<file path="config.mk">
export PLATFORM = sky130hd
export DESIGN_NAME = mem_bus_arbiter_flat
export DESIGN_NICKNAME = d
export VERILOG_FILES = /design/src/rtl/mem_arb_pkg.sv /design/src/rtl/mem_bus_arbiter_if.sv /design/src/rtl/mem_arb_wdog.sv /design/src/rtl/mem_bus_arbiter.sv /design/src/flat_wrapper.sv
export SDC_FILE = /design/constraint.sdc
export NUM_CORES = 1
export LEC_CHECK = 0
export BUFFER_PORTS_ARGS = -buffer_cell sky130_fd_sc_hd__buf_2
export CAP_MARGIN = 20
export CELL_PAD_IN_SITES_DETAIL_PLACEMENT = 0
export CELL_PAD_IN_SITES_GLOBAL_PLACEMENT = 1
export CORE_MARGIN = 3
export CORE_UTILIZATION = 32
export DETAILED_ROUTE_END_ITERATION = 8
export PLACE_DENSITY_LB_ADDON = 0.25
export SYNTH_ARGS = -nofsm -noshare
export SYNTH_HDL_FRONTEND = slang
export SYNTH_SLANG_ARGS = --single-unit
</file>
<file path="constraint.sdc">
create_clock -name clk -period 2.5 [get_ports clk]
set_input_delay 0.125 -clock clk [delete_from_list [all_inputs] [get_ports clk]]
set_output_delay 0.125 -clock clk [all_outputs]
set_load 0.01 [all_outputs]
</file>
<file path="src/rtl/mem_arb_pkg.sv">
`default_nettype none
// ============================================================================
// Module      : mem_arb_pkg
// Description : State encoding, owner codes and abort data for mem_bus_arbiter.
// Revision    : 1.0 - initial release
// ============================================================================
package mem_arb_pkg;

    typedef logic [1:0] state_t;
    localparam state_t c_ST_IDLE    = 2'd0;
    localparam state_t c_ST_RD_BUSY = 2'd1;
    localparam state_t c_ST_WR_BUSY = 2'd2;
    localparam state_t c_ST_DONE    = 2'd3;

    typedef logic [1:0] owner_t;
    localparam owner_t c_OWN_NONE = 2'd0;
    localparam owner_t c_OWN_IF   = 2'd1;
    localparam owner_t c_OWN_DR   = 2'd2;
    localparam owner_t c_OWN_DW   = 2'd3;

    // Read data returned to the owner when a hung transaction is aborted
    localparam logic [31:0] c_TIMEOUT_DATA = 32'hDEAD_BEEF;

endpackage
`default_nettype wire

</file>
<file path="src/rtl/mem_bus_arbiter_if.sv">
`default_nettype none
// ============================================================================
// Module      : mem_bus_arbiter_if
// Description : Requester-side and memory-side signals of mem_bus_arbiter.
//               master = arbiter view, slave = requesters/memory view.
// Revision    : 1.0 - initial release
// ============================================================================
interface mem_bus_arbiter_if #(
    parameter int AW = 32,
    parameter int DW = 32
);
    logic          i_read_req;
    logic          i_read_w;
    logic          i_read_hw;
    logic [AW-1:0] i_read_adr;
    logic          i_read_valid;

    logic          d_read_req;
    logic          d_read_w;
    logic          d_read_hw;
    logic [AW-1:0] d_read_adr;
    logic          d_read_valid;

    logic          d_write_req;
    logic          d_write_w;
    logic          d_write_hw;
    logic [AW-1:0] d_write_adr;
    logic [DW-1:0] d_write_data;
    logic          d_write_finish;

    logic [DW-1:0] rdata;

    logic          mem_req;
    logic          mem_we;
    logic          mem_w;
    logic          mem_hw;
    logic [AW-1:0] mem_adr;
    logic [DW-1:0] mem_wdata;
    logic          mem_rvalid;
    logic [DW-1:0] mem_rdata;
    logic          mem_wfinish;

    modport master (
        input  i_read_req, i_read_w, i_read_hw, i_read_adr,
        output i_read_valid,
        input  d_read_req, d_read_w, d_read_hw, d_read_adr,
        output d_read_valid,
        input  d_write_req, d_write_w, d_write_hw, d_write_adr, d_write_data,
        output d_write_finish,
        output rdata,
        output mem_req, mem_we, mem_w, mem_hw, mem_adr, mem_wdata,
        input  mem_rvalid, mem_rdata, mem_wfinish
    );

    modport slave (
        output i_read_req, i_read_w, i_read_hw, i_read_adr,
        input  i_read_valid,
        output d_read_req, d_read_w, d_read_hw, d_read_adr,
        input  d_read_valid,
        output d_write_req, d_write_w, d_write_hw, d_write_adr, d_write_data,
        input  d_write_finish,
        input  rdata,
        input  mem_req, mem_we, mem_w, mem_hw, mem_adr, mem_wdata,
        output mem_rvalid, mem_rdata, mem_wfinish
    );

endinterface
`default_nettype wire

</file>
<file path="src/rtl/mem_arb_wdog.sv">
`default_nettype none
// ============================================================================
// Module      : mem_arb_wdog
// Description : Transaction watchdog; flags a busy transaction that has run
//               TIMEOUT_CYC-1 cycles since its grant.
// Revision    : 1.0 - initial release
// ============================================================================
module mem_arb_wdog #(
    parameter int TIMEOUT_CYC = 1024
) (
    input  wire logic clk,
    input  wire logic rst_n,
    input  wire logic i_clear,
    input  wire logic i_busy,
    output logic      o_expired
);

    localparam int             c_CW   = (TIMEOUT_CYC > 2) ? $clog2(TIMEOUT_CYC) : 1;
    localparam logic [c_CW-1:0] c_LAST = c_CW'(TIMEOUT_CYC - 1);

    logic [c_CW-1:0] r_cnt;

    always_ff @(posedge clk or negedge rst_n) begin
        if (!rst_n) begin
            r_cnt <= '0;
        end else if (i_clear) begin
            r_cnt <= '0;
        end else if (i_busy) begin
            r_cnt <= r_cnt + c_CW'(1);
        end
    end

    assign o_expired = i_busy && (r_cnt == c_LAST);

endmodule
`default_nettype wire

</file>
<file path="src/rtl/mem_bus_arbiter.sv">
`default_nettype none
// ============================================================================
// Module      : mem_bus_arbiter
// Description : Single-port memory arbiter for fetch, load and store with
//               fixed priority store > load > fetch and one transaction in
//               flight. Optional watchdog abort when MEM_ARB_TIMEOUT_EN is
//               defined.
// Revision    : 1.0 - initial release
// ============================================================================
module mem_bus_arbiter
    import mem_arb_pkg::*;
#(
    parameter int AW = 32,
    parameter int DW = 32
`ifdef MEM_ARB_TIMEOUT_EN
    ,
    parameter int TIMEOUT_CYC = 1024
`endif
) (
    input  wire logic           clk,
    input  wire logic           rst_n,
    mem_bus_arbiter_if.master   bus,
    output logic                arb_err
);

    state_t        r_state;
    owner_t        r_owner;
    logic          r_mem_req;
    logic          r_mem_we;
    logic          r_mem_w;
    logic          r_mem_hw;
    logic [AW-1:0] r_mem_adr;
    logic [DW-1:0] r_mem_wdata;

    logic w_grant;
    logic w_busy;
    logic w_resp;
    logic w_abort;
    logic w_done;

    assign w_grant = (r_state == c_ST_IDLE) &&
                     (bus.d_write_req || bus.d_read_req || bus.i_read_req);
    assign w_busy  = (r_state == c_ST_RD_BUSY) || (r_state == c_ST_WR_BUSY);

    // Only a response matching the transaction direction completes it
    assign w_resp  = ((r_state == c_ST_RD_BUSY) && bus.mem_rvalid) ||
                     ((r_state == c_ST_WR_BUSY) && bus.mem_wfinish);

`ifdef MEM_ARB_TIMEOUT_EN
    logic w_expired;
    logic r_err;

    mem_arb_wdog #(
        .TIMEOUT_CYC (TIMEOUT_CYC)
    ) u_wdog (
        .clk       (clk),
        .rst_n     (rst_n),
        .i_clear   (w_grant),
        .i_busy    (w_busy),
        .o_expired (w_expired)
    );

    // A real response arriving on the last cycle takes precedence over abort
    assign w_abort = w_expired && !w_resp;

    always_ff @(posedge clk or negedge rst_n) begin
        if (!rst_n) begin
            r_err <= 1'b0;
        end else if (w_abort) begin
            r_err <= 1'b1;
        end
    end

    assign arb_err = r_err;
`else
    assign w_abort = 1'b0;
    assign arb_err = 1'b0;
`endif

    assign w_done = w_resp || w_abort;

    always_ff @(posedge clk or negedge rst_n) begin
        if (!rst_n) begin
            r_state     <= c_ST_IDLE;
            r_owner     <= c_OWN_NONE;
            r_mem_req   <= 1'b0;
            r_mem_we    <= 1'b0;
            r_mem_w     <= 1'b0;
            r_mem_hw    <= 1'b0;
            r_mem_adr   <= '0;
            r_mem_wdata <= '0;
        end else begin
            case (r_state)
                c_ST_IDLE: begin
                    if (bus.d_write_req) begin
                        r_state     <= c_ST_WR_BUSY;
                        r_owner     <= c_OWN_DW;
                        r_mem_req   <= 1'b1;
                        r_mem_we    <= 1'b1;
                        r_mem_w     <= bus.d_write_w;
                        r_mem_hw    <= bus.d_write_hw;
                        r_mem_adr   <= bus.d_write_adr;
                        r_mem_wdata <= bus.d_write_data;
                    end else if (bus.d_read_req) begin
                        r_state   <= c_ST_RD_BUSY;
                        r_owner   <= c_OWN_DR;
                        r_mem_req <= 1'b1;
                        r_mem_we  <= 1'b0;
                        r_mem_w   <= bus.d_read_w;
                        r_mem_hw  <= bus.d_read_hw;
                        r_mem_adr <= bus.d_read_adr;
                    end else if (bus.i_read_req) begin
                        r_state   <= c_ST_RD_BUSY;
                        r_owner   <= c_OWN_IF;
                        r_mem_req <= 1'b1;
                        r_mem_we  <= 1'b0;
                        r_mem_w   <= bus.i_read_w;
                        r_mem_hw  <= bus.i_read_hw;
                        r_mem_adr <= bus.i_read_adr;
                    end
                end
                c_ST_RD_BUSY, c_ST_WR_BUSY: begin
                    if (w_done) begin
                        r_state   <= c_ST_DONE;
                        r_mem_req <= 1'b0;
                    end
                end
                c_ST_DONE: begin
                    // Dead cycle lets the served requester drop its level request
                    r_state <= c_ST_IDLE;
                    r_owner <= c_OWN_NONE;
                end
                default: begin
                    r_state <= c_ST_IDLE;
                    r_owner <= c_OWN_NONE;
                end
            endcase
        end
    end

    assign bus.mem_req   = r_mem_req;
    assign bus.mem_we    = r_mem_we;
    assign bus.mem_w     = r_mem_w;
    assign bus.mem_hw    = r_mem_hw;
    assign bus.mem_adr   = r_mem_adr;
    assign bus.mem_wdata = r_mem_wdata;

    assign bus.i_read_valid   = w_done && (r_state == c_ST_RD_BUSY) && (r_owner == c_OWN_IF);
    assign bus.d_read_valid   = w_done && (r_state == c_ST_RD_BUSY) && (r_owner == c_OWN_DR);
    assign bus.d_write_finish = w_done && (r_state == c_ST_WR_BUSY) && (r_owner == c_OWN_DW);

    assign bus.rdata = w_abort ? DW'(c_TIMEOUT_DATA) : bus.mem_rdata;

endmodule
`default_nettype wire
</file>
<file path="src/flat_wrapper.sv">
// flat-port wrapper written by rule: the top's interface ports become plain ports
module mem_bus_arbiter_flat import mem_arb_pkg::*;
#(
    parameter int AW = 32,
    parameter int DW = 32

)
  (clk, rst_n, arb_err, bus_i_read_req, bus_i_read_w, bus_i_read_hw, bus_i_read_adr, bus_i_read_valid, bus_d_read_req, bus_d_read_w, bus_d_read_hw, bus_d_read_adr, bus_d_read_valid, bus_d_write_req, bus_d_write_w, bus_d_write_hw, bus_d_write_adr, bus_d_write_data, bus_d_write_finish, bus_rdata, bus_mem_req, bus_mem_we, bus_mem_w, bus_mem_hw, bus_mem_adr, bus_mem_wdata, bus_mem_rvalid, bus_mem_rdata, bus_mem_wfinish);
  mem_bus_arbiter_if #(.AW(AW), .DW(DW)) bus_i ();
  input  wire logic clk;
  input  wire logic rst_n;
  output logic arb_err;
  input wire logic [$bits(bus_i.i_read_req)-1:0] bus_i_read_req;
  input wire logic [$bits(bus_i.i_read_w)-1:0] bus_i_read_w;
  input wire logic [$bits(bus_i.i_read_hw)-1:0] bus_i_read_hw;
  input wire logic [$bits(bus_i.i_read_adr)-1:0] bus_i_read_adr;
  output wire logic [$bits(bus_i.i_read_valid)-1:0] bus_i_read_valid;
  input wire logic [$bits(bus_i.d_read_req)-1:0] bus_d_read_req;
  input wire logic [$bits(bus_i.d_read_w)-1:0] bus_d_read_w;
  input wire logic [$bits(bus_i.d_read_hw)-1:0] bus_d_read_hw;
  input wire logic [$bits(bus_i.d_read_adr)-1:0] bus_d_read_adr;
  output wire logic [$bits(bus_i.d_read_valid)-1:0] bus_d_read_valid;
  input wire logic [$bits(bus_i.d_write_req)-1:0] bus_d_write_req;
  input wire logic [$bits(bus_i.d_write_w)-1:0] bus_d_write_w;
  input wire logic [$bits(bus_i.d_write_hw)-1:0] bus_d_write_hw;
  input wire logic [$bits(bus_i.d_write_adr)-1:0] bus_d_write_adr;
  input wire logic [$bits(bus_i.d_write_data)-1:0] bus_d_write_data;
  output wire logic [$bits(bus_i.d_write_finish)-1:0] bus_d_write_finish;
  output wire logic [$bits(bus_i.rdata)-1:0] bus_rdata;
  output wire logic [$bits(bus_i.mem_req)-1:0] bus_mem_req;
  output wire logic [$bits(bus_i.mem_we)-1:0] bus_mem_we;
  output wire logic [$bits(bus_i.mem_w)-1:0] bus_mem_w;
  output wire logic [$bits(bus_i.mem_hw)-1:0] bus_mem_hw;
  output wire logic [$bits(bus_i.mem_adr)-1:0] bus_mem_adr;
  output wire logic [$bits(bus_i.mem_wdata)-1:0] bus_mem_wdata;
  input wire logic [$bits(bus_i.mem_rvalid)-1:0] bus_mem_rvalid;
  input wire logic [$bits(bus_i.mem_rdata)-1:0] bus_mem_rdata;
  input wire logic [$bits(bus_i.mem_wfinish)-1:0] bus_mem_wfinish;
  assign bus_i.i_read_req = bus_i_read_req;
  assign bus_i.i_read_w = bus_i_read_w;
  assign bus_i.i_read_hw = bus_i_read_hw;
  assign bus_i.i_read_adr = bus_i_read_adr;
  assign bus_i_read_valid = bus_i.i_read_valid;
  assign bus_i.d_read_req = bus_d_read_req;
  assign bus_i.d_read_w = bus_d_read_w;
  assign bus_i.d_read_hw = bus_d_read_hw;
  assign bus_i.d_read_adr = bus_d_read_adr;
  assign bus_d_read_valid = bus_i.d_read_valid;
  assign bus_i.d_write_req = bus_d_write_req;
  assign bus_i.d_write_w = bus_d_write_w;
  assign bus_i.d_write_hw = bus_d_write_hw;
  assign bus_i.d_write_adr = bus_d_write_adr;
  assign bus_i.d_write_data = bus_d_write_data;
  assign bus_d_write_finish = bus_i.d_write_finish;
  assign bus_rdata = bus_i.rdata;
  assign bus_mem_req = bus_i.mem_req;
  assign bus_mem_we = bus_i.mem_we;
  assign bus_mem_w = bus_i.mem_w;
  assign bus_mem_hw = bus_i.mem_hw;
  assign bus_mem_adr = bus_i.mem_adr;
  assign bus_mem_wdata = bus_i.mem_wdata;
  assign bus_i.mem_rvalid = bus_mem_rvalid;
  assign bus_i.mem_rdata = bus_mem_rdata;
  assign bus_i.mem_wfinish = bus_mem_wfinish;
  mem_bus_arbiter #(.AW(AW), .DW(DW)) u_core (.clk(clk), .rst_n(rst_n), .bus(bus_i), .arb_err(arb_err));
endmodule
</file>
Word-level counts from Yosys, hierarchy flattened
Cells that the tools add are included.
W data, S select, Z words.
{"block": "word_totals", "in_bits": 173, "word_cells": 59, "out_inout_bits": 104, "reg_bits": 72}
{"block": "op_classes", "mux": 25, "n_eq_ne": 8, "n_reduce_logical": 18}
{"op": "$mux W32", "n": 3}
{"op": "$mux W1", "n": 13}
{"op": "$mux W2", "n": 6}
{"op": "$eq A2 B2 Y1 const B", "n": 4}
{"op": "$reduce_and A2 Y1", "n": 4}
{"op": "$logic_and A1 B1 Y1", "n": 7}
{"op": "$pmux W2 S3", "n": 1}
{"op": "$eq A2 B1 Y1 const B", "n": 2}
{"op": "$ne A4 B4 Y1 const B", "n": 1}
{"op": "$pmux W2 S2", "n": 1}
{"op": "$reduce_bool A2 Y1", "n": 2}
{"op": "$reduce_and A3 Y1", "n": 1}
{"op": "$reduce_bool A3 Y1", "n": 1}
{"op": "$logic_not A2 Y1", "n": 1}
{"op": "$ne A2 B1 Y1 const B", "n": 1}
{"op": "$pmux W1 S2", "n": 1}
{"op": "$reduce_or A2 Y1", "n": 1}
{"op": "$logic_or A1 B1 Y1", "n": 1}

Longest topological paths before layout
Gate-level depths: netlist of the first run.
{"block": "depth", "word_depth": 5, "depth_mapped": 6, "depth_no_buf": 5}

Worst setup path after synthesis of the first run
No wires, ideal clock.
{"block": "synth_timing", "path_type": "reg2reg", "startpoint": "reg u_core.r_state[0]", "endpoint": "reg u_core.r_mem_adr[30] (netlist: u_core.bus.mem_adr[30])", "setup_time_ps": 127, "stages_incl_launch_ff": 6, "synth_period_minus_slack_ps": 1497, "setup_slack_ps": 1003, "path_buffers": 1, "arrival_ps": 1370, "required_ps": 2373, "cell_sequence": "dfrtp_1 inv_1 ha_1 o31ai_4 buf_6 mux2_1"}
{"block": "synth_via", "elab_chain_cells": 2}
{"element": "from (decl)", "line": "mem_bus_arbiter.sv:26", "source": "state_t r_state;"}
{"element": "from (signal assigned)", "line": "mem_bus_arbiter.sv:84", "source": "r_state <= c_ST_IDLE;"}
{"element": "from (signal assigned)", "line": "mem_bus_arbiter.sv:96", "source": "r_state <= c_ST_WR_BUSY;"}
{"element": "from (signal assigned)", "line": "mem_bus_arbiter.sv:105", "source": "r_state <= c_ST_RD_BUSY;"}
{"element": "$logic_not A2 Y1", "line": "mem_bus_arbiter.sv:93", "source": "case (r_state)"}
{"element": "$reduce_and A2 Y1 (no source line)"}
{"element": "to (signal assigned)", "line": "mem_bus_arbiter.sv:102", "source": "r_mem_adr <= bus.d_write_adr;"}
{"element": "to (signal assigned)", "line": "mem_bus_arbiter.sv:111", "source": "r_mem_adr <= bus.d_read_adr;"}
{"element": "to (signal assigned)", "line": "mem_bus_arbiter.sv:119", "source": "r_mem_adr <= bus.i_read_adr;"}
{"element": "to (decl)", "line": "mem_bus_arbiter.sv:32", "source": "logic [AW-1:0] r_mem_adr;"}
Every way passes these cells.
A chain may end at the register's enable or synchronous reset.

Worst setup path in the final report of the first run
{"block": "layout_timing", "startpoint": "reg u_core.r_state[0]", "endpoint": "reg u_core.r_mem_adr[3] (netlist: u_core.bus.mem_adr[3])"}
The elaborated chain is that of the path after synthesis.

==> results of run 1 <==
worst min path at each step:
stage	to	slack (ns)	depth (start not counted)
global placement	bus_rdata[11]	0.25	0
detailed placement	bus_rdata[11]	0.25	0
CTS	u_core.bus.mem_wdata[27]	0.009	2
finish	u_core.bus.mem_wdata[27]	0.02	2
global route	u_core.bus.mem_wdata[6]	0.01	2
floorplan	u_core.bus.mem_adr[0]	-0.17	0
per-stage QoR:
| step | hold slack [ns] | setup WS [ns] |
|---|---|---|
| 2_1_floorplan | -0.1706 | 1.003 |
| 5_1_grt | 0.01253 | 0.4296 |
| 6_report | 0.02354 | 0.5493 |
| 4_1_cts | 0.009384 | 0.5176 |
| 3_5_place_dp | 0.2501 | 0.5158 |
| 3_3_place_gp | 0.2501 | 0.3746 |
cell type report:
| class | count | share of cell area [%] |
|---|---|---|
| sequential | 72 | 35.36 |
| multi-input combinational | 205 | 32.69 |
| timing repair buffer | 217 | 21.86 |
| clock buffer | 10 | 4.494 |
| tap | 143 | 3.512 |
| clock inverter | 6 | 1.793 |
| inverter | 4 | 0.2947 |
where the power goes:
part | leakage, uW | switching (uW) | internal, uW
clock | 0.000157 | 489 | 879
combinational | 0.00162 | 1140 | 1240
sequential | 0.000861 | 289 | 1770
total | 0.00264 | 1920 | 3880
flip-flops by register name, indices dropped and copies added, names as in the netlist:
register / flops
u_core.bus.mem_adr: 32
u_core.bus.mem_req: 1
u_core.bus.mem_wdata: 32
u_core.bus.mem_w: 1
u_core.bus.mem_we: 1
u_core.bus.mem_hw: 1
u_core.r_state: 2
u_core.r_owner: 2
per-layer routing:
layer / up-vias / routed length [microns]
li1: 1468 / -
met1: 1396 / 3757
met3: 26 / 962
met2: 129 / 5257
met5: - / 0
met4: 0 / 176
cells in the mapped netlist:
cell       count  share of area (%)
a2bb2oi_1      2               0.45
a21o_1         1               0.19
o21ai_0       37                4.8
a211oi_1       1               0.19
conb_1         1              0.096
mux2_2        64                 19
buf_6          8                2.3
ha_1           5                1.6
a21oi_1        2               0.26
nor2b_1        3               0.48
dfrtp_1       72                 46
nor3b_1        2               0.39
buf_8          2               0.77
o31ai_4        1               0.55
mux2_1         2               0.58
o41ai_1        1               0.23
clkbuf_1       4               0.39
nor4b_4        1               0.61
buf_4         34                6.6
nand2_2        1               0.16
nand2_1       38                3.7
a22oi_1        1               0.19
nand3_1        2               0.26
o31ai_1        1               0.19
buf_2          3               0.39
inv_1          4               0.39
nor2_1         2               0.19
nor3_1         2               0.26
buf_1          1              0.096
mux2i_1       34                8.7
o311ai_0       1               0.23
critical path: stages (launching register included):
cell	delay, ns
dfrtp_1	0.39
inv_1	0.10
ha_1	0.31
o31ai_4	0.19
buf_8	0.24
buf_4	0.24
mux2_2	0.36
layout by cell type (no fill, tap or decap), types with 3 or more instances in the layout:
| cell | synthesis | final |
|---|---|---|
| buf_2 | 3 | 210 |
| dfrtp_1 | 72 | 72 |
| mux2_2 | 64 | 64 |
| nand2_1 | 38 | 38 |
| o21ai_0 | 37 | 37 |
| mux2i_1 | 34 | 34 |
| clkbuf_16 | 0 | 9 |
| ha_1 | 5 | 5 |
| buf_4 | 34 | 5 |
| inv_1 | 4 | 4 |
| nor2b_1 | 3 | 3 |
logic make-up after synthesis:
| group | Yosys count |
|---|---|
| buffers and inverters | 56 |
| DFF | 72 |
| adders and majority gates | 5 |
| and+or+nand+nor | 51 |
| muxes | 100 |
| other | 1 |
| AOI/OAI and AO/OA | 48 |
repair_timing:
item                      in CTS  in global routing
resized for setup              0                  0
hold endpoints to repair      72                  0
hold buffers                   1                  0
==> impl_metrics.ini, run 1 <==
[routing]
detail-route-antenna-nets = 0
wl_per_cell_microns = 15.45
wl_mm = 10.15
drt_iter0_markers = 47
firstDrtPassIters = 4
vias = 3019
vias_per_cell = 4.595
drcViolationCount = 0

[cells_and_area]
area_growth_pct = 30.93
drive_gt1_share_pct = 57.98
final_nets = 687
final_cells = 657
diodes = 0
postLayoutCoreUtil_pct = 43.69
nFillCells = 1154
final_cell_area_sq_um = 5095
register_area_sq_um = 1802
multi_input_area_sq_um = 1665

[yosys]
yosys.area_share.simple_pct = 6.013
synth_cells = 333
yosysWarnings = 0
avgSynthCellArea_sq_um = 11.69
ys_ff_latch = 72
synth-xor-area-share_pct = 0
syn_nets = 511
yosys.area_share.adder_pct = 1.608
synth.area.mux_share_pct = 27.85
synth_compound_area_share_pct = 7.235
syn-cell-area_sq_um = 3891
synth_top_family_by_area = multiplexers
synth.distinct_cells = 31
seq_area_frac_synth_pct = 46.30

[setup_path]
timing.critical_path.to = u_core.bus.mem_adr[3]
worst_r2r_endpoint = u_core.bus.mem_adr[3]
critical_path_class = register to register
end_kind = register
required_ns = 2.71
startpoint = u_core.r_state[0]
r2r_cells = 6
startpoint_type = register
rrSetupSlack_ns = 0.55
cp_max_fo = 14
arrival_ns = 2.16
reg2reg_from = u_core.r_state[0]

[flow_run]
cap_viol_max_count = 0

[place]
place_inst = 640
gp_congestion = 0.7126
postPlaceCellArea_sq_um = 4765
post-dp-hpwl_mm = 7.759
io_buffer_count = 211

[status]
outcome = finished clean

[pwr]
p_total_uw = 5803
leakage_uw = 0.002638
pwr_density_cell_nw_per_um2 = 1139
peakVddDrop_v = 0.0005256

[clock_network]
clk_path_buf_depth = 2
clkLatencyLatePin_ns = 0.33
cts-root-buf = clkbuf_16
clock_sinks = 72
htree_levels = 3
clk_pin_slew_ns = 0.06
post_cts_buffers = 0
cts_tree = built
cts_buffers = 9

[timing]
setup_viol = 0
final.setup_skew_ns = 0.01090
maxSlewViolCount = 0
hold_viol = 0
max_freq_mhz = 512.6
min_period_over_period_pct = 78.03
tightestPinTransition_ns = 0.9131
period_needed_ns = 1.951
grt_setup_unrepaired = false
slew_headroom_pct = 39.13
setup_tns_ns = 0

[floorplanning]
core.rowCount = 39
dieArea_sq_um = 13520
die_height_microns = 116.3
core_sq_um = 11660
initial_core_util_pct = 33.37
dieWidth_microns = 116.3
io_pins = 277

[global_routing]
overflow = 0
met2_usage_pct = 25.13
use_met1_pct = 15.47
grt_pass1_vias = 3052
grt_start_max_net_pins = 76
grtUsageTotal_pct = 14.32
grtUsageMet3_pct = 6.010
grt_first_pass_wirelength_mm = 14.92
busiest_layer = met2
antenna_found_initial = 0

[hold_path]
hold_path_class = input port to register
min_from = bus_d_write_data[27]
(Power assumes the default switching activity.)
==> run 2, diff against run 1 <==
CORE_UTILIZATION = 30   (was 32)
clock period = 1.9 ns   (was 2.5 ns; I/O delays follow)
==> run 2 against run 1 <==
Effect of this change: combinational power increased by 36%; power increased by 36%; first-iteration DRC count increased by 57%; clock skew decreased by 0.0061 ns; via count increased by 5.0%; global-route usage increased by 0.78 points; sequential share of layout area decreased by 2.9 points; register-to-register slack got worse by 0.30 ns; critical path depth unchanged; final cell count increased by 9.3%; final area increased by 8.8%.
==> impl_metrics.ini, run 2 (synthesis results as in run 1) <==
[clock_network]
cts_tree = built
post_cts_buffers = 0
clock_sinks = 72
cts_buffers = 9
htree_levels = 3
post_cts_resized = 0
clk_pin_slew_ns = 0.06
clkLatencyLatePin_ns = 0.33
postCtsHoldBufs = 33
clk_path_buf_depth = 2
cts-root-buf = clkbuf_16

[timing]
hold_viol = 0
grt_setup_unrepaired = false
maxSlewViolCount = 0
max_freq_mhz = 584.8
period_needed_ns = 1.710
min_period_over_period_pct = 89.99
setup_viol = 0
setup_tns_ns = 0
final.setup_skew_ns = 0.004835

[global_routing]
grtUsageMet3_pct = 6.221
overflow = 0
busiest_layer = met2
grt_start_max_net_pins = 34
grt_first_pass_wirelength_mm = 17.00
met2_usage_pct = 27.33
grtUsageTotal_pct = 15.09
antenna_found_initial = 0
grt_pass1_vias = 3463
use_met1_pct = 15.38

[setup_path]
critPathMaxStageDelay_ns = 0.41
crit_slowest_cell = dfrtp_1
path_delay_family = flip-flops
cp_max_fo = 4
arrival_ns = 1.61
critical_path_class = register to output port
end_kind = output port
required_ns = 1.80
cp_num_buf_inv = 2
cp_cell_sequence = inv_1, ha_1, a21o_1, nand2_1, nor3b_1, buf_2
startpoint_type = register

[routing]
wl_mm = 10.56
wl_per_cell_microns = 14.71
vias = 3170
firstDrtPassIters = 4
detail-route-antenna-nets = 0
drt_iter0_markers = 74
drcViolationCount = 0
vias_per_cell = 4.415

[floorplanning]
core_sq_um = 12360
initial_core_util_pct = 31.48
core.rowCount = 40
dieWidth_microns = 119.9
io_pins = 277
dieArea_sq_um = 14370
die_height_microns = 119.9

[hold_path]
hold_path_class = input port to register

[place]
postPlaceCellArea_sq_um = 4868
gp_congestion = 0.7650
post-dp-hpwl_mm = 8.055
io_buffer_count = 211

[cells_and_area]
final_nets = 723
postLayoutCoreUtil_pct = 44.86
drive_gt1_share_pct = 54.91
layout_commonest_cell = buf_2
final_cell_area_sq_um = 5545
final_cell_mix = buf_2 (210), dfrtp_1 (72), mux2_2 (64)
area_growth_pct = 42.51
nFillCells = 1189
diodes = 0

[flow_run]
cap_viol_max_count = 0

[status]
outcome = finished clean

[pwr]
leakage_uw = 0.002821
p_total_uw = 7895
pwr_density_cell_nw_per_um2 = 1424
peakVddDrop_v = 0.0008394
## run 2: cell count changes in the layout (fill, tap and decap cells not counted), sizes merged
| cell | delta |
|---|---|
| clkbuf | +1 |
| buf | +4 |
| bufinv | +1 |
| dlygate4sd3 | +32 |
| inv | -1 |
| clkinv | -1 |
## run 2: report_power, final
group | total (uW) | internal [uW] | switching, uW
combinational | 3230 | 1700 | 1530
clock | 1960 | 1320 | 643
sequential | 2700 | 2330 | 370
## run 2: cell type report
class / count / area (sq um) / area share (%)
clock inverter: 5 / 103.9 / 1.873
tap: 168 / 210.2 / 3.791
sequential: 72 / 1802 / 32.49
inverter: 4 / 15.01 / 0.2708
clock buffer: 11 / 242.7 / 4.377
multi-input combinational: 205 / 1665 / 30.03
timing repair buffer: 253 / 1506 / 27.17
## run 2: worst min-delay path, delay by kind of cell
kind                   cells  cell delay (ns)
and+or+nand+nor            1             0.04
muxes                      1             0.12
AOI/OAI and AO/OA          1             0.06
buffers and inverters      1             0.07
## run 2: per-layer routing
metal,part of all wire [%],wire length [microns],vias up
li1,-,-,1548
met1,36,3804,1468
met2,53,5576,134
met3,9.2,970,20
met4,2.0,209,0
met5,0,0,-
## run 2: path summary, 6_finish.rpt
path                                        start                       end  slack [ns]  depth (start not counted)
min in group asynchronous                   rst_n  u_core.bus.mem_wdata[11]        0.24                          2
worst max register to register  u_core.r_state[0]     u_core.bus.mem_adr[7]        0.25                          5
worst min register to register  u_core.bus.mem_we         u_core.bus.mem_we        0.48                          2
max in group asynchronous                   rst_n    u_core.bus.mem_adr[21]        1.05                          3
worst min-delay path                bus_d_write_w          u_core.bus.mem_w        0.09                          4
worst max-delay path            u_core.r_state[0]          bus_i_read_valid        0.19                          6
## run 2: metrics by stage
stage               instances  worst slack [ns]  hold WS (ns)
finish                    718            0.1901       0.09130
global route              718           0.03398       0.09819
CTS                       718            0.1727       0.08072
detailed placement        669            0.2374       0.06885
global placement          669            0.2976       0.06680
floorplan                 333            0.4027       -0.2006
==> run 3, diff against run 2 <==
BUFFER_PORTS_ARGS = default   (was -buffer_cell sky130_fd_sc_hd__buf_2)
CORE_AREA = 3 3 107 109   (was default)
CORE_MARGIN = default   (was 3)
CORE_UTILIZATION = default   (was 30)
CTS_BUF_LIST = sky130_fd_sc_hd__clkbuf_4 sky130_fd_sc_hd__clkbuf_8   (was default)
CTS_CLUSTER_SIZE = 8   (was default)
DIE_AREA = 0 0 110 112   (was default)
DONT_BUFFER_PORTS = 1   (was default)
==> run 3 against run 2 <==
Effect of this change: sequential cell count did not move; die area fell by 14%; register-to-register slack got worse by 0.04 ns; via count fell by 20%; hold slack got worse by 0.068 ns; final cell count fell by 30%; routed wire length fell by 9.1%; sequential share of layout area rose by 6.9 points; final area fell by 17%; utilization fell by 2.1 points; non-clock buffer count fell by 187; power fell by 17%.
==> impl_metrics.ini, run 3 (synthesis results as in run 1) <==
[status]
outcome = finished clean

[global_routing]
grt_start_max_net_pins = 73
overflow = 0
grt_pass1_vias = 2818
antenna_found_initial = 0
grt_first_pass_wirelength_mm = 14.77
grtUsageTotal_pct = 15.59

[pwr]
peakVddDrop_v = 0.0005837
leakage_uw = 0.002005
p_total_uw = 6526
pwr_density_cell_nw_per_um2 = 1425

[routing]
detail-route-antenna-nets = 0
vias_per_cell = 5.070
wl_per_cell_microns = 19.08
drt_iter0_markers = 61
drcViolationCount = 0
wl_mm = 9.597
firstDrtPassIters = 4
vias = 2550

[hold_path]
worstHoldEndpoint = u_core.bus.mem_adr[4]
hold_path_class = input port to register
min_from = bus_d_write_adr[4]
hold_depth = 3

[clock_network]
post_cts_resized = 0
post_cts_buffers = 0
clk_pin_slew_ns = 0.07
cts_tree = built
cts-root-buf = clkbuf_8
clk_path_buf_depth = 2
clkLatencyLatePin_ns = 0.34
htree_levels = 3
clock_sinks = 72
cts_buffers = 9
postCtsHoldBufs = 63

[floorplanning]
core.rowCount = 38
io_pins = 277
core_sq_um = 10700
dieWidth_microns = 110
initial_core_util_pct = 36.37
die_height_microns = 112
dieArea_sq_um = 12320

[setup_path]
end_kind = output port
startpoint_type = register
cp_max_fo = 4
required_ns = 1.80
critical_path_class = register to output port
arrival_ns = 1.65
worst_r2r_endpoint = u_core.bus.mem_adr[15]
rrSetupSlack_ns = 0.21
reg2reg_from = u_core.r_state[0]
r2r_cells = 5

[timing]
setup_viol = 0
final.setup_skew_ns = 0.008723
maxSlewViolCount = 0
min_period_over_period_pct = 92.02
setup_tns_ns = 0
max_freq_mhz = 572.0
slew_headroom_pct = 43.31
hold_viol = 0
tightestPinTransition_ns = 0.8476
period_needed_ns = 1.748
grt_setup_unrepaired = false

[cells_and_area]
nFillCells = 997
final_nets = 536
drive_gt1_share_pct = 23.97
layout_commonest_cell = dfrtp_1
final_cell_mix = dfrtp_1 (72), mux2_2 (64), dlygate4sd3_1 (62)
diodes = 0
multi_input_area_sq_um = 1665
register_area_sq_um = 1802
area_growth_pct = 17.65

[place]
post-dp-hpwl_mm = 6.398
gp_congestion = 0.7568
io_buffer_count = 0

[flow_run]
cap_viol_max_count = 0
==> run 3: worst max-delay path: stages, from the launching register on <==
cell and delay (ns):
dfrtp_1 0.41, inv_1 0.12, ha_1 0.22, a21o_1 0.13, nand2_1 0.06, nor3b_1 0.38
==> run 3: routing by layer <==
layer | routed length, microns | global-route usage [%] | up-vias | share of wire (%)
met1 | 3378 | 16.17 | 1220 | 35
li1 | - | - | 1171 | -
met3 | 1105 | 6.725 | 20 | 12
met5 | 0 | 0 | - | 0
met4 | 189 | 6.401 | 0 | 2.0
met2 | 4925 | 27.10 | 139 | 51
==> run 3: area by class of cell <==
class                      count  share of cell area (%)
multi-input combinational    205                   36.38
sequential                    72                   39.36
inverter                       4                  0.3280
tap                          140                   3.826
timing repair buffer          66                   15.20
clock buffer                  11                   3.170
clock inverter                 5                   1.749
==> run 3: how the worst max path moves through the flow <==
| stage | slack, ns | endpoint | from |
|---|---|---|---|
| 2_1_floorplan | 0.40 | u_core.bus.mem_adr[30] | u_core.r_state[0] |
| 3_3_place_gp | 0.25 | u_core.bus.mem_adr[8] | u_core.r_state[0] |
| 3_5_place_dp | 0.20 | u_core.bus.mem_adr[8] | u_core.r_state[0] |
| 4_1_cts | 0.12 | bus_i_read_valid | u_core.r_state[0] |
| 5_1_grt | 0.001 | bus_d_read_valid | u_core.r_state[0] |
| 6_report | 0.15 | bus_i_read_valid | u_core.r_state[0] |
==> run 3: per-stage QoR <==
stage	setup slack, ns	util [%]	instance area (sq um)	std cells	hold WS, ns
2_1_floorplan	0.4027	-	3891	333	-0.2006
3_3_place_gp	0.2494	34.63	3705	424	-0.1983
3_5_place_dp	0.1968	34.63	3705	424	-0.1990
4_1_cts	0.1197	42.80	4578	503	0.0007580
5_1_grt	0.001325	42.80	4578	503	0.0004718
6_report	0.1517	42.80	4578	503	0.02301
==> run 3: power by group <==
group	total, uW	leakage [uW]	switching [uW]	internal, uW
Clock	1360	0.000109	570	788
Sequential	3290	0.000861	959	2330
Combinational	1880	0.00103	734	1150
Total	6530	0.00200	2260	4260
